--- config.mk ---
export PLATFORM = sky130hd
export DESIGN_NAME = poly_mult_tile_scheduler
export DESIGN_NICKNAME = d
export VERILOG_FILES = /design/src/rtl/poly_mult_tile_scheduler.sv
export SDC_FILE = /design/constraint.sdc
export NUM_CORES = 2
export LEC_CHECK = 0
export ABC_AREA = 1
export BUFFER_PORTS_ARGS = -buffer_cell sky130_fd_sc_hd__buf_2
export CAP_MARGIN = 20
export CORE_ASPECT_RATIO = 1.5
export CORE_UTILIZATION = 55
export CTS_BUF_LIST = sky130_fd_sc_hd__clkbuf_8
export DETAILED_ROUTE_END_ITERATION = 12
export PLACE_DENSITY = 0.74
export SLEW_MARGIN = 25
export SYNTH_ARGS = -nofsm -noshare
export SYNTH_HDL_FRONTEND = slang
export SYNTH_SLANG_ARGS = --single-unit
export TNS_END_PERCENT = 5
--- constraint.sdc ---
create_clock -name clk -period 5.9 [get_ports clk]
set_input_delay 1.18 -clock clk [delete_from_list [all_inputs] [get_ports clk]]
set_output_delay 1.18 -clock clk [all_outputs]
set_load 0.03 [all_outputs]
--- src/rtl/poly_mult_tile_scheduler.sv ---
// poly_mult_tile_scheduler
//   Loads two operands of NUM_CHUNKS chunks each, N coefficients per chunk. It
//   sends every (i,j) chunk pair to an N x N polynomial multiplier array. Each
//   returned 2N-1 coefficient tile is overlap-added into a result accumulator.
//   The product is then streamed out chunk by chunk.
//   All coefficient arithmetic is mod 2^W.
//   Optional macro NEGACYCLIC_EN: reduce the product mod x^L + 1. With it, the
//   accumulator holds L coefficients and NUM_CHUNKS chunks are output.
//   Without it, the linear product is kept: 2L coefficients, 2*NUM_CHUNKS chunks.
// Ports
//   clk, reset                 clock, synchronous active-high reset
//   load_valid/ready/sel/idx   operand chunk write (sel 0 = A, 1 = B), IDLE only
//   load_data                  N packed coefficients, index 0 = lowest power
//   op_start, busy             start pulse / operation in progress
//   mul_start, mul_as, mul_bs  tile issue to the multiplier (A chunk i, B chunk j)
//   mul_carry                  constant zero
//   mul_cs, mul_done           tile product and its strobe
//   out_valid/ready/data/last  result chunk stream
//
// state   | meaning
// IDLE    | accept operand loads, wait for op_start
// ISSUE   | one tile per cycle, i outer, j inner
// DRAIN   | wait for every outstanding tile to return
// OUTPUT  | stream accumulator chunks under valid/ready
module poly_mult_tile_scheduler #(
  parameter int MULTIPLIER_WIDTH = 8,
  parameter int INPUT_WIDTH      = 8,
  parameter int NUM_CHUNKS       = 4,
  parameter int MULT_LATENCY     = $clog2(MULTIPLIER_WIDTH)
) (
  input  logic                                          clk,
  input  logic                                          reset,
  input  logic                                          load_valid,
  output logic                                          load_ready,
  input  logic                                          load_sel,
  input  logic [$clog2(NUM_CHUNKS)-1:0]                 load_idx,
  input  logic [MULTIPLIER_WIDTH*INPUT_WIDTH-1:0]       load_data,
  input  logic                                          op_start,
  output logic                                          busy,
  output logic                                          mul_start,
  output logic [MULTIPLIER_WIDTH*INPUT_WIDTH-1:0]       mul_as,
  output logic [MULTIPLIER_WIDTH*INPUT_WIDTH-1:0]       mul_bs,
  output logic [(2*MULTIPLIER_WIDTH-1)*INPUT_WIDTH-1:0] mul_carry,
  input  logic [(2*MULTIPLIER_WIDTH-1)*INPUT_WIDTH-1:0] mul_cs,
  input  logic                                          mul_done,
  output logic                                          out_valid,
  input  logic                                          out_ready,
  output logic [MULTIPLIER_WIDTH*INPUT_WIDTH-1:0]       out_data,
  output logic                                          out_last
);

  localparam int N     = MULTIPLIER_WIDTH;
  localparam int W     = INPUT_WIDTH;
  localparam int NC    = NUM_CHUNKS;
  localparam int L     = NC * N;
  localparam int TW    = 2 * N - 1;
  localparam int CW    = $clog2(NC);
  localparam int TAG_W = $clog2(2 * NC);
  localparam int CNT_W = $clog2(NC * NC + 1);
`ifdef NEGACYCLIC_EN
  localparam int ACC_LEN    = L;
  localparam int OUT_CHUNKS = NC;
`else
  localparam int ACC_LEN    = 2 * L;
  localparam int OUT_CHUNKS = 2 * NC;
`endif
  localparam int AW = $clog2(ACC_LEN);
  localparam int OW = $clog2(OUT_CHUNKS);

  typedef enum logic [1:0] {S_IDLE, S_ISSUE, S_DRAIN, S_OUTPUT} state_e;

  state_e             state_q, state_d;
  logic [CW-1:0]      i_q, i_d, j_q, j_d;
  logic [OW-1:0]      out_idx_q, out_idx_d;
  logic [CNT_W-1:0]   outst_q, outst_d;
  logic               mul_start_q;
  logic [N*W-1:0]     mul_as_q, mul_bs_q;
  logic [N*W-1:0]     a_q [NC];
  logic [N*W-1:0]     b_q [NC];
  // Stage 0 travels with mul_start; stage MULT_LATENCY lines up with mul_done.
  logic [TAG_W-1:0]   tag_q [MULT_LATENCY+1];
  logic [W-1:0]       acc_q [ACC_LEN];
  logic [W-1:0]       acc_d [ACC_LEN];
  int                 acc_r;

  logic issue_en, start_op, last_tile, done_ok;

  assign last_tile = (i_q == CW'(NC - 1)) && (j_q == CW'(NC - 1));
  // A done with nothing outstanding is a protocol error (or a leftover after reset).
  assign done_ok   = mul_done && (outst_q != '0);

  // FSM state register
  always_ff @(posedge clk) begin
    if (reset) state_q <= S_IDLE;
    else       state_q <= state_d;
  end

  // FSM next state
  always_comb begin
    state_d = state_q;
    unique case (state_q)
      S_IDLE:   if (op_start) state_d = S_ISSUE;
      S_ISSUE:  if (last_tile) state_d = S_DRAIN;
      S_DRAIN:  if (outst_q == '0) state_d = S_OUTPUT;
      S_OUTPUT: if (out_ready && out_last) state_d = S_IDLE;
      default:  state_d = S_IDLE;
    endcase
  end

  // FSM outputs
  always_comb begin
    busy       = (state_q != S_IDLE);
    load_ready = (state_q == S_IDLE);
    start_op   = (state_q == S_IDLE) && op_start;
    issue_en   = (state_q == S_ISSUE);
    out_valid  = (state_q == S_OUTPUT);
    out_last   = out_valid && (out_idx_q == OW'(OUT_CHUNKS - 1));
    out_data   = '0;
    if (out_valid) begin
      for (int k = 0; k < N; k++)
        out_data[k*W +: W] = acc_q[AW'(int'(out_idx_q) * N + k)];
    end
  end

  always_comb begin
    i_d       = i_q;
    j_d       = j_q;
    out_idx_d = out_idx_q;
    if (issue_en) begin
      if (j_q == CW'(NC - 1)) begin
        j_d = '0;
        i_d = (i_q == CW'(NC - 1)) ? '0 : i_q + CW'(1);
      end else begin
        j_d = j_q + CW'(1);
      end
    end
    if (out_valid && out_ready)
      out_idx_d = out_last ? '0 : out_idx_q + OW'(1);
  end

  always_comb begin
    unique case ({issue_en, done_ok})
      2'b10:   outst_d = outst_q + CNT_W'(1);
      2'b01:   outst_d = outst_q - CNT_W'(1);
      default: outst_d = outst_q;
    endcase
  end

  // Overlap-add of the returning tile at offset tag*N.
  always_comb begin
    acc_r = 0;
    acc_d = acc_q;
    if (start_op) begin
      for (int a = 0; a < ACC_LEN; a++) acc_d[a] = '0;
    end else if (done_ok) begin
      for (int k = 0; k < TW; k++) begin
        acc_r = int'(tag_q[MULT_LATENCY]) * N + k;
`ifdef NEGACYCLIC_EN
        // x^L == -1: the upper half folds back onto the low half with a sign flip.
        if (acc_r >= L) acc_d[AW'(acc_r - L)] = acc_d[AW'(acc_r - L)] - mul_cs[k*W +: W];
        else            acc_d[AW'(acc_r)]     = acc_d[AW'(acc_r)] + mul_cs[k*W +: W];
`else
        acc_d[AW'(acc_r)] = acc_d[AW'(acc_r)] + mul_cs[k*W +: W];
`endif
      end
    end
  end

  always_ff @(posedge clk) begin
    if (reset) begin
      i_q         <= '0;
      j_q         <= '0;
      out_idx_q   <= '0;
      outst_q     <= '0;
      mul_start_q <= 1'b0;
      mul_as_q    <= '0;
      mul_bs_q    <= '0;
      for (int s = 0; s <= MULT_LATENCY; s++) tag_q[s] <= '0;
      for (int c = 0; c < NC; c++) begin
        a_q[c] <= '0;
        b_q[c] <= '0;
      end
      for (int a = 0; a < ACC_LEN; a++) acc_q[a] <= '0;
    end else begin
      i_q         <= i_d;
      j_q         <= j_d;
      out_idx_q   <= out_idx_d;
      outst_q     <= outst_d;
      mul_start_q <= issue_en;
      if (issue_en) begin
        mul_as_q <= a_q[i_q];
        mul_bs_q <= b_q[j_q];
      end
      tag_q[0] <= issue_en ? TAG_W'(i_q) + TAG_W'(j_q) : '0;
      for (int s = 1; s <= MULT_LATENCY; s++) tag_q[s] <= tag_q[s-1];
      if (load_valid && load_ready) begin
        if (load_sel) b_q[load_idx] <= load_data;
        else          a_q[load_idx] <= load_data;
      end
      acc_q <= acc_d;
    end
  end

  assign mul_start = mul_start_q;
  assign mul_as    = mul_as_q;
  assign mul_bs    = mul_bs_q;
  assign mul_carry = '0;

endmodule
==> impl_metrics.tcl <==
set metrics [dict create \
    multi_input_area_um2 27800 \
    yosysTopAreaCell "edfxtp_1" \
    dp_hpwl_um 143000 \
    routed_wl_um 226000 \
    grt_pass1_vias 57419 \
    syn_inst 7954 \
    drive_gt1_share_pct 10.5 \
    cts_buffers 179 \
    finalCriticalPeriod_ps 5110 \
    grt_use_total_pct 38.1 \
    grt_pass1_wl_um 336000 \
    setup_tns_ps 0 \
    antenna_found_initial 19 \
    rsz0062_at_grt "false" \
    holdBufCountCts 0 \
    cts_setup_buffers 0 \
    die_x_um 278 \
    gp_congestion 1.01 \
    synth_top_flop_cell "dfxtp_1" \
    ant_nets 0 \
    worst_r2r_startpoint "tag_q[0][9]" \
    firstDrtPassIters 9 \
    dpl.cell_count 9366 \
    grt_start_max_net_pins 184 \
    ys_ff_latch 1179 \
    critPathMaxFanout 41 \
    fmax_ghz 0.196 \
    min_path_type "flip-flop to flip-flop" \
    setup.worst_path.start_class "flip-flop" \
    critPathLaunch "out_idx_q[2]" \
    register_area_um2 28800 \
    core.rowCount 151 \
    final_util_pct 60.9 \
    drc 0 \
    syn_avg_cell_area_um2 7.88 \
    dp_slack_ps 1300 \
    cts_tree "done" \
    die_h_um 415 \
    synthTopCellsByArea "edfxtp_1 (25%), dfxtp_1 (21%), nor2_1 (7.4%)" \
    reg2reg_slack_ps 1120 \
    power_leakage_nw 28.5 \
    first_iter_violations 7071 \
    viasPerCell 6.19 \
    report.final.slew_viol_count 0 \
    finalSetupViolCount 0 \
    wire_per_inst_um 23.3 \
    ctsResizeCount 0 \
    fin_crit_sh_pct 86.6 \
    synth-edff-count 512 \
    finish.net_count 8427 \
    yosysSeqAreaShare_pct 45.8 \
    ios 510 \
    clk_latency_ps 950 \
    cts.sinks 1179 \
    initial_utilization_pct 55.5 \
    power_density_nw_per_um2 378 \
    yosysWarningCount 0 \
    holdWs_ps 397 \
    clock_path_buffers 3 \
    vias 60083 \
    reg2reg_depth 17 \
    holdPathEnd "tag_q[0][9]" \
    cts-htree-levels 4 \
    r2r-end "acc_q[367]" \
    synthToLayoutAreaGrowth_pct 9.81 \
    setup_slack_ps 788 \
    async_flop_share_pct 0 \
    port-buffer-count 389 \
    required_ps 4720 \
    tightest_slew_ps 1180 \
    cts.clk_slew.worst_paths_ps 60 \
    cts_root_buf "clkbuf_8" \
    hold_viol 0 \
    arrival_ps 3930 \
    die_area_um2 115000 \
    min_path_cells 2 \
    hp-start "tag_q[0][6]" \
    cap_viol_max_count 0 \
    critPathKind "flip-flop to primary output" \
    synth_cell_types 54 \
    synth_top_area_share_pct 24.5 \
    slew_headroom_pct 21.5 \
    nFillCells 9983 \
    gr-total-overflow 0 \
    outcome "completed" \
    core_area_um2 113000 \
    synth_area_um2 62700 \
    final_cell_count_no_fill 9705 \
    end_kind "primary output" \
    ir_drop_mv 0.359 \
    fin_worst_skew_ps 39.5 \
]
==> layer usage <==
| layer | routed length [µm] | GRT usage, % | share of wire [%] |
|---|---|---|---|
| met5 | 178 | 0 | 0.079 |
| met3 | 26200 | 9.84 | 12 |
| met2 | 105000 | 63.3 | 47 |
| met1 | 75000 | 41.7 | 33 |
| met4 | 19500 | 29.2 | 8.6 |
==> final cells by class <==
class                           instances  area share, %
Clock inverter                        111          0.967
Antenna cell                            9         0.0327
Inverter                              958           5.26
Multi-Input combinational cell       5255           40.4
Sequential cell                      1179           41.8
Tap cell                             1453           2.64
Clock buffer                          219           4.38
Timing Repair Buffer                  521           4.58
==> how the worst max path moves through the flow <==
stage | to | depth (start not counted) | slack (ps)
6_report | out_data[46] | 3 | 790
5_1_grt | out_data[45] | 6 | 790
4_1_cts | out_data[45] | 6 | 950
3_5_place_dp | acc_q[367] | 17 | 1300
3_3_place_gp | acc_q[367] | 17 | 1320
2_1_floorplan | b_q[1][0] | 7 | 1850
==> logic make-up (layout without fill, tap and decap cells) <==
group,after synthesis,after routing,synth area share [%]
AO/OA/AOI/OAI,2282,2282,21.2
XOR/XNOR,54,54,0.784
adder cells (fa/ha/maj),140,140,3.00
buffers and inverters,1639,1809,10.8
flip-flops,1179,1179,45.8
multiplexers,128,128,2.04
other,1,129,0.00598
AND/OR/NAND/NOR,2531,2531,16.3
==> through the flow <==
step / power [mW] / instance area (µm²)
floorplan: 16.2 / 63100
global placement: 18.7 / 65100
detailed placement: 18.9 / 65100
CTS: 25.8 / 68800
global route: 27.2 / 68800
finish: 26.0 / 68800
==> layout by cell type, fill, tap and decap left out, types with 32 or more instances in the layout <==
cell type and n:
nor2_1 1242, inv_1 1002, o21ai_0 906, nand2_1 838
dfxtp_1 659, a21oi_1 655, edfxtp_1 512, buf_2 389
nand3_1 293, clkbuf_8 219, a211oi_1 173, o221ai_1 144
mux2i_1 128, ha_1 121, conb_1 120, buf_4 116
o22ai_1 99, a31oi_1 74, o211ai_1 71, nor3_1 60
a22oi_1 48, o2111ai_1 46, nand4_1 40, xor2_1 33
a221oi_1 32
==> synth_stat cells, types with 99 or more instances <==
| cell type | count |
|---|---|
| nor2_1 | 1243 |
| inv_1 | 944 |
| o21ai_0 | 906 |
| nand2_1 | 856 |
| dfxtp_1 | 667 |
| a21oi_1 | 656 |
| edfxtp_1 | 512 |
| clkbuf_1 | 376 |
| nand3_1 | 293 |
| a211oi_1 | 173 |
| o221ai_1 | 144 |
| buf_4 | 133 |
| mux2i_1 | 128 |
| ha_1 | 123 |
| buf_2 | 104 |
| o22ai_1 | 99 |
==> critical path: stages, from the launching register on <==
cell and delay, ps:
dfxtp_4 900, inv_2 660, a31oi_1 1040, buf_2 360
==> sequential cells by signal, indices dropped and copies added, names as in the netlist, named ones only <==
signal	flops
i_q	2
acc_q	448
b_q	256
tag_q	12
state_q	2
a_q	256
mul_bs	64
out_idx_q	3
mul_as	64
j_q	2
mul_start	1
outst_q	5
==> report_power, final <==
group          total, mW  switching, mW  leakage, nW  internal, mW
logic               8.91           6.34         15.7          2.57
registers           10.1          0.651         10.7          9.42
clock network       7.02           3.43         2.14          3.59
total               26.0           10.4         28.5          15.6
No activity file was read; power rests on OpenSTA's default activity.
